**config.mk**
```make
export PLATFORM = sky130hd
export DESIGN_NAME = load_store_unit
export DESIGN_NICKNAME = d
export VERILOG_FILES = /design/src/rtl/load_store_unit.sv
export SDC_FILE = /design/constraint.sdc
export NUM_CORES = 1
export LEC_CHECK = 0
export BUFFER_PORTS_ARGS = -buffer_cell sky130_fd_sc_hd__buf_2
export CELL_PAD_IN_SITES_DETAIL_PLACEMENT = 1
export CELL_PAD_IN_SITES_GLOBAL_PLACEMENT = 1
export CORE_UTILIZATION = 43
export DETAILED_ROUTE_END_ITERATION = 7
export GPL_ROUTABILITY_DRIVEN = 0
export HOLD_SLACK_MARGIN = 0.15
export PLACE_DENSITY_LB_ADDON = 0.1
export SYNTH_ARGS = -nofsm -noshare
export SYNTH_HDL_FRONTEND = slang
export SYNTH_SLANG_ARGS = --single-unit
```
**constraint.sdc**
```tcl
create_clock -name clk -period 3.7 [get_ports clk]
set_input_delay 0.185 -clock clk [delete_from_list [all_inputs] [get_ports clk]]
set_output_delay 0.185 -clock clk [all_outputs]
set_load 0.05 [all_outputs]
```
**src/rtl/load_store_unit.sv**
```systemverilog
// Load/store unit: one request at a time, split unaligned accesses over two
// word cycles, sign/zero-extended load results and a one-cycle response pulse.
module load_store_unit (
    input  logic        clk,
    input  logic        rst,
    input  logic        req_valid,
    output logic        req_ready,
    input  logic        req_load,
    input  logic        req_store,
    input  logic [2:0]  req_funct3,
    input  logic [31:0] req_addr,
    input  logic [31:0] req_wdata,
    output logic [31:0] mem_addr,
    output logic [3:0]  mem_mask,
    output logic [2:0]  mem_rd_en,
    output logic [2:0]  mem_wr_en,
    output logic [31:0] mem_wdata,
    input  logic [31:0] mem_rdata,
    output logic        rsp_valid,
    output logic        rsp_err,
    output logic [31:0] rsp_data
);

    typedef enum logic [1:0] {IDLE, ACC1, ACC2, RESP} state_t;

    state_t      state, state_next;
    logic        is_load;
    logic [2:0]  funct3;
    logic [1:0]  off;
    logic [31:0] wdata;
    logic [31:0] word0;

    logic        req_illegal;
    logic [7:0]  ones;
    logic [7:0]  lane;
    logic        split;
    logic [31:0] w0, w1;
    logic [31:0] ld;
    logic [31:0] ld_ext;

    assign req_illegal = (req_load == req_store)
                      || (req_load  && (req_funct3 inside {3'b011, 3'b110, 3'b111}))
                      || (req_store && (req_funct3 > 3'b010));

    // Byte lanes across a two-word window: low nibble is ACC1, high nibble ACC2.
    always_comb begin
        ones = 8'h0F;
        if (funct3[1:0] == 2'b00)      ones = 8'h01;
        else if (funct3[1:0] == 2'b01) ones = 8'h03;
    end

    assign lane  = ones << off;
    assign split = (lane[7:4] != 4'b0000);

    assign w0 = (state == ACC2) ? word0 : mem_rdata;
    assign w1 = (state == ACC2) ? mem_rdata : '0;
    assign ld = 32'({w1, w0} >> {off, 3'b000});

    always_comb begin
        ld_ext = ld;
        case (funct3)
            3'b000:  ld_ext = {{24{ld[7]}}, ld[7:0]};
            3'b001:  ld_ext = {{16{ld[15]}}, ld[15:0]};
            3'b100:  ld_ext = {24'b0, ld[7:0]};
            3'b101:  ld_ext = {16'b0, ld[15:0]};
            default: ld_ext = ld;
        endcase
    end

    always_comb begin
        state_next = state;
        case (state)
            IDLE:    if (req_valid) state_next = req_illegal ? RESP : ACC1;
            ACC1:    state_next = split ? ACC2 : RESP;
            ACC2:    state_next = RESP;
            RESP:    state_next = IDLE;
            default: state_next = IDLE;
        endcase
    end

    always_comb begin
        mem_rd_en = 3'b000;
        mem_wr_en = 3'b000;
        mem_mask  = 4'b0000;
        if (state == ACC1 || state == ACC2) begin
            if (is_load) begin
                mem_rd_en = 3'b001;
            end else begin
                mem_wr_en = 3'b001;
                mem_mask  = (state == ACC1) ? lane[3:0] : lane[7:4];
            end
        end
    end

    assign req_ready = (state == IDLE);
    assign rsp_valid = (state == RESP);

    always_ff @(posedge clk) begin
        if (rst) begin
            state     <= IDLE;
            is_load   <= 1'b0;
            funct3    <= '0;
            off       <= '0;
            wdata     <= '0;
            word0     <= '0;
            mem_addr  <= '0;
            mem_wdata <= '0;
            rsp_err   <= 1'b0;
            rsp_data  <= '0;
        end else begin
            state <= state_next;
            case (state)
                IDLE: if (req_valid) begin
                    is_load  <= req_load;
                    funct3   <= req_funct3;
                    off      <= req_addr[1:0];
                    wdata    <= req_wdata;
                    rsp_err  <= req_illegal;
                    rsp_data <= '0;
                    if (!req_illegal) begin
                        mem_addr <= {2'b00, req_addr[31:2]};
                        if (req_store)
                            mem_wdata <= 32'({32'b0, req_wdata} << {req_addr[1:0], 3'b000});
                    end
                end
                ACC1: begin
                    word0 <= mem_rdata;
                    if (split) begin
                        mem_addr <= {2'b00, mem_addr[29:0] + 30'd1};
                        if (!is_load)
                            mem_wdata <= 32'(({32'b0, wdata} << {off, 3'b000}) >> 32);
                    end else if (is_load) begin
                        rsp_data <= ld_ext;
                    end
                end
                ACC2: if (is_load) rsp_data <= ld_ext;
                default: ;
            endcase
        end
    end

endmodule

```
# Yosys cells after proc, flatten, opt, wreduce, memory -nomap -nowiden
# Index checks and enable logic that the tools add are counted.
totals:
  ff_bits: 169
  output_inout_bits: 109
  word_cells: 79
classes:
  add_sub_neg: 1
  magnitude_cmp: 1
  eq_ne: 17
  shift: 4
  mux: 30
  n_reduce_logical: 16
ops:
  columns: ["op", "n"]
  rows:
  - ["$mux 32", 13]
  - ["$pmux 32 s2", 2]
  - ["$pmux 32 s4", 1]
  - ["$pmux 32 s3", 1]
  - ["$shl 32x5->64", 1]
  - ["$shr 64x5->32", 1]
  - ["$shl 32x5->32", 1]
  - ["$add 30x1->30 const B", 1]
  - ["$mux 4", 4]
  - ["$eq 3x3->1 const B", 4]
  - ["$ne 2x2->1 const B", 5]
  - ["$mux 8", 1]
  - ["$pmux 2 s4", 1]
  - ["$shl 8x2->8", 1]
  - ["$reduce_and 6->1", 1]
  - ["$reduce_bool 3->1", 2]
  - ["$mux 1", 5]
  - ["$eq 2x1->1 const B", 2]
  - ["$eq 2x2->1 const B", 2]
  - ["$logic_not 2->1", 2]
  - ["$mux 2", 2]
  - ["$reduce_and 4->1", 1]
  - ["$reduce_bool 4->1", 1]
  - ["$eq 3x1->1 const B", 1]
  - ["other kinds (10)", 13]

# Longest topological paths before layout
logic_depth:
  word_depth: 8
  ltp_mapped: 11
  ltp_nobuf: 8

# Least setup slack after synthesis
# No wires, ideal clock.
synth_path:
  path_kind: "reg-to-reg"
  start: "reg mem_addr[0]"
  end: "reg mem_addr[18]"
  setup_ns: 0.127
  arrival_time_ns: 2.570
  required_ns: 3.573
  slack_ns: 1.003
  stages_incl_launch_ff: 9
  synth_period_minus_slack_ns: 2.697
  path_cell_list: "dfxtp_1 > ha_1 > nand3_4 > or3_4 > or3_1 > clkbuf_2 > or4_1 > mux2i_1 > a2111oi_2"
synth_via:
  elab_chain_len: 3
synth_lines:
  columns: ["element", "line", "rtl"]
  rows:
  - ["start, declared", "13", "output logic [31:0] mem_addr,"]
  - ["start signal, assigned", "121", "mem_addr <= {2'b00, req_addr[31:2]};"]
  - ["start signal, assigned", "129", "mem_addr <= {2'b00, mem_addr[29:0] + 30'd1};"]
  - ["$add 30x1->30", "129", null]
  - ["$mux 32", "128", "if (split) begin"]
  - ["$pmux 32 s2", "112", "case (state)"]
# No other way between the ends. The select of a mux whose other input is x is not followed.
# A chain may end at the register's enable or synchronous reset.

# Worst setup path in the final report
layout_path:
  start: "reg state[1]"
  end: "out mem_mask[1]"
layout_via:
  elab_chain_len: 4
layout_lines:
  columns: ["element", "line", "rtl"]
  rows:
  - ["start, declared", "26", "state_t state, state_next;"]
  - ["start signal, assigned", "111", "state <= state_next;"]
  - ["$eq 2x1->1", "85, 90", null]
  - ["$mux 4", "90", "mem_mask = (state == ACC1) ? lane[3:0] : lane[7:4];"]
  - ["$mux 4", "86", "if (is_load) begin"]
  - ["$mux 4 *", "85", "if (state == ACC1 || state == ACC2) begin"]
  - ["end, declared", "14", "output logic [3:0] mem_mask,"]
# Mark *: on every way between the ends. The rest lies on a longest branch, timed or not.

==> impl_metrics.yaml <==
run_status:
  outcome: "finished, final reports clean"
power:
  p_comb_share_pct: 50.6
  p_clk_share_pct: 22.2
  seqPwrFrac_pct: 27.2
  p_sw_mw: 4.19
  leakage_nw: 4.74
  p_per_area_nw_per_um2: 774
  irDropWorstVdd_mv: 0.487
  p_int_mw: 4.68
  switching_share_pct: 47.3
floorplan:
  dieArea_um2: 21300
  start_util_pct: 44.0
  rows: 52
  num_io_pins: 213
  core_region_area_um2: 20300
  die_w_um: 146
  die_y_um: 146
clocking:
  clk_pin_slew_ns: 0.06
  cts_tree: "done"
  post_cts_resized: 0
  cts_sinks: 159
  postCtsHoldBufs: 79
  numCtsBuffers: 17
  clockRootBuffer: "clkbuf_16"
  clk_latency_ns: 0.44
  cts_htree_levels: 4
  clock_path_buffers: 2
  post_cts_buffers: 0
grt:
  grt_overflow: 0
  grt_usage_pct: 30.8
  grt_pass1_vias: 9517
  grt_first_pass_wirelength_mm: 51.8
  antenna_found_initial: 2
  grt_max_degree: 61
sta:
  slew_violations: 0
  final_hold_viol_count: 0
  finalSetupViolations: 0
  fmax_mhz: 330
  worstMarginPinSlew_ns: 0.893
  period_needed_ns: 3.03
  min_period_over_period_pct: 82.0
  setup_tns_ns: 0
  rsz0062_at_grt: "false"
  skew_ns: 0.0100
  slew_headroom_pct: 40.3
setup_path:
  r2r_cells: 8
  critPathRequiredTime_ns: 3.51
  cp-start-kind: "flop"
  critPathKind: "flop to output pin"
  crit_path_end_kind: "output pin"
  cp.arrival_ns: 2.85
  critPathMaxFanout: 42
placement:
  port_buffers: 206
  dp_hpwl_mm: 22.0
  postPlaceCellArea_um2: 10000
synthesis:
  syn-cell-area_um2: 8920
  async_flop_share_pct: 0
  synth-edff-count: 0
  netlist_top_cells_area: "dfxtp_1 36%, mux2i_1 13%, nand2_1 6.6%"
  netlist.area_leader.share_pct: 35.7
  seq_area_frac_synth_pct: 35.7
  ys.flop_type: "dfxtp_1"
  ys_ff_latch: 159
  yosys.area.top_type: "dfxtp_1"
  yosysUniqueCellTypes: 74
  yosysWarnings: 0
  synth_area_per_cell_um2: 8.13
  netlist_instances: 1098
cells_and_area:
  fillers: 2507
  fin_area_um2: 11500
  layout.nets: 1440
  drive_gt1_share_pct: 22.3
  area_delta_synth_final_pct: 28.4
detailed_routing:
  wl_mm: 33.1
  drcViolationCount: 0
  wl_per_cell_um: 20.5
  vias: 9441
  firstDrtPassIters: 5
  ant_nets: 0
  vias_per_cell: 5.86
  first_iter_violations: 505
hold_path:
  hold_class: "primary input to flop"
  hold_depth: 5
flow_run:
  maxCapViolCount: 0
[layout make-up]
cell class,count,area (um2),share of cell area (%)
Antenna cell,1,2.50,0.0218
Tap cell,270,338,2.95
Clock inverter,10,185,1.62
Timing Repair Buffer,306,1980,17.3
Sequential cell,159,3180,27.8
Multi-Input combinational cell,829,5230,45.7
Clock buffer,20,467,4.07
Inverter,17,63.8,0.557
[layer usage]
metal	track usage, %	routed length (um)
met1	37.4	14000
met2	53.6	16300
met3	4.44	1400
met4	14.7	1340
met5	0	8
[path summary, 6_finish.rpt]
path / start / slack [ns] / to
max: state[1] / 0.67 / mem_mask[1]
min: req_addr[7] / 0.15 / mem_addr[5]
max reg2reg: state[0] / 0.82 / rsp_data[23]
min reg2reg: rsp_data[7] / 0.45 / rsp_data[7]
[stage by stage]
stage               setup slack [ns]  power [mW]  instances  utilization [%]  hold WS [ns]
detailed placement             0.882        6.79       1502             49.3         0.448
global route                   0.549        9.33       1612             56.4         0.170
floorplan                       1.00        5.67       1103                -         0.321
CTS                            0.673        8.86       1611             56.4         0.152
finish                         0.667        8.87       1612             56.4         0.152
global placement               0.971        6.71       1502             49.3         0.440
[state kept, by name (all words and copies together), names as in the netlist]
register   count
wdata         24
state          2
mem_addr      30
mem_wdata     32
funct3         3
off            2
rsp_data      32
word0         32
is_load        1
rsp_err        1
[cells by family (layout without fill, tap and decap cells)]
| family | Yosys count | count (layout) | share of synthesized area, % |
|---|---|---|---|
| xor+xnor | 2 | 2 | 0.196 |
| fa+ha+maj | 6 | 6 | 0.841 |
| mux | 133 | 133 | 15.5 |
| simple gates | 403 | 403 | 20.2 |
| compound gates | 279 | 279 | 21.5 |
| other cells | 1 | 7 | 0.0420 |
| buf+inv | 115 | 353 | 6.04 |
| flops | 159 | 159 | 35.7 |
[synthesized netlist by cell type, types with 3 or more instances]
master and number:
nand3_1 18, o21a_1 3, a21oi_1 77, dfxtp_1 159
o22ai_1 16, a311oi_1 3, or4_1 7, o32ai_1 3
or3_1 3, mux2_2 19, nor2b_1 5, mux2i_1 112
o221ai_1 10, clkbuf_1 57, clkbuf_8 3, and2_1 6
or2_2 4, buf_1 17, nand4_1 9, nor2_1 145
nand2_1 156, nand3_4 3, a22oi_1 24, a211oi_1 35
a221oi_1 17, a31oi_1 18, nor4_1 6, o2111ai_1 8
nor3_1 18, buf_2 10, ha_1 6, o21ai_0 22
buf_4 7, inv_1 15, o211ai_1 7, nand2b_1 3
a22o_1 8, o31ai_1 4, and3_1 8
[placed cells by master (no fill, tap or decap), drive strengths merged, types with 18 or more instances in the layout]
master         n
mux2          19
buf          227
clkbuf        20
nor3          19
dfxtp        159
nor2         146
a211oi        36
o21ai         24
a31oi         18
a21oi         77
nand3         21
nand2        156
a22oi         25
dlygate4sd3   79
mux2i        112
[power by group through the flow]
stage / registers [mW] / logic, mW / clock network, mW
after floorplan: 3.05 / 2.63 / 0
after global placement: 2.42 / 4.29 / 0
after detailed placement: 2.43 / 4.36 / 0
after CTS: 2.40 / 4.46 / 2.00
after global routing: 2.46 / 4.81 / 2.07
final: 2.41 / 4.49 / 1.97
[critical path: stages, from the launching register on]
cell and delay [ns]:
dfxtp_1 0.37, inv_1 0.16, ha_4 0.56, inv_1 0.14, buf_4 0.28, nor2_1 0.20
o31ai_1 0.09, a21oi_1 0.28, buf_2 0.32
Power figures use the tool's default switching activity.
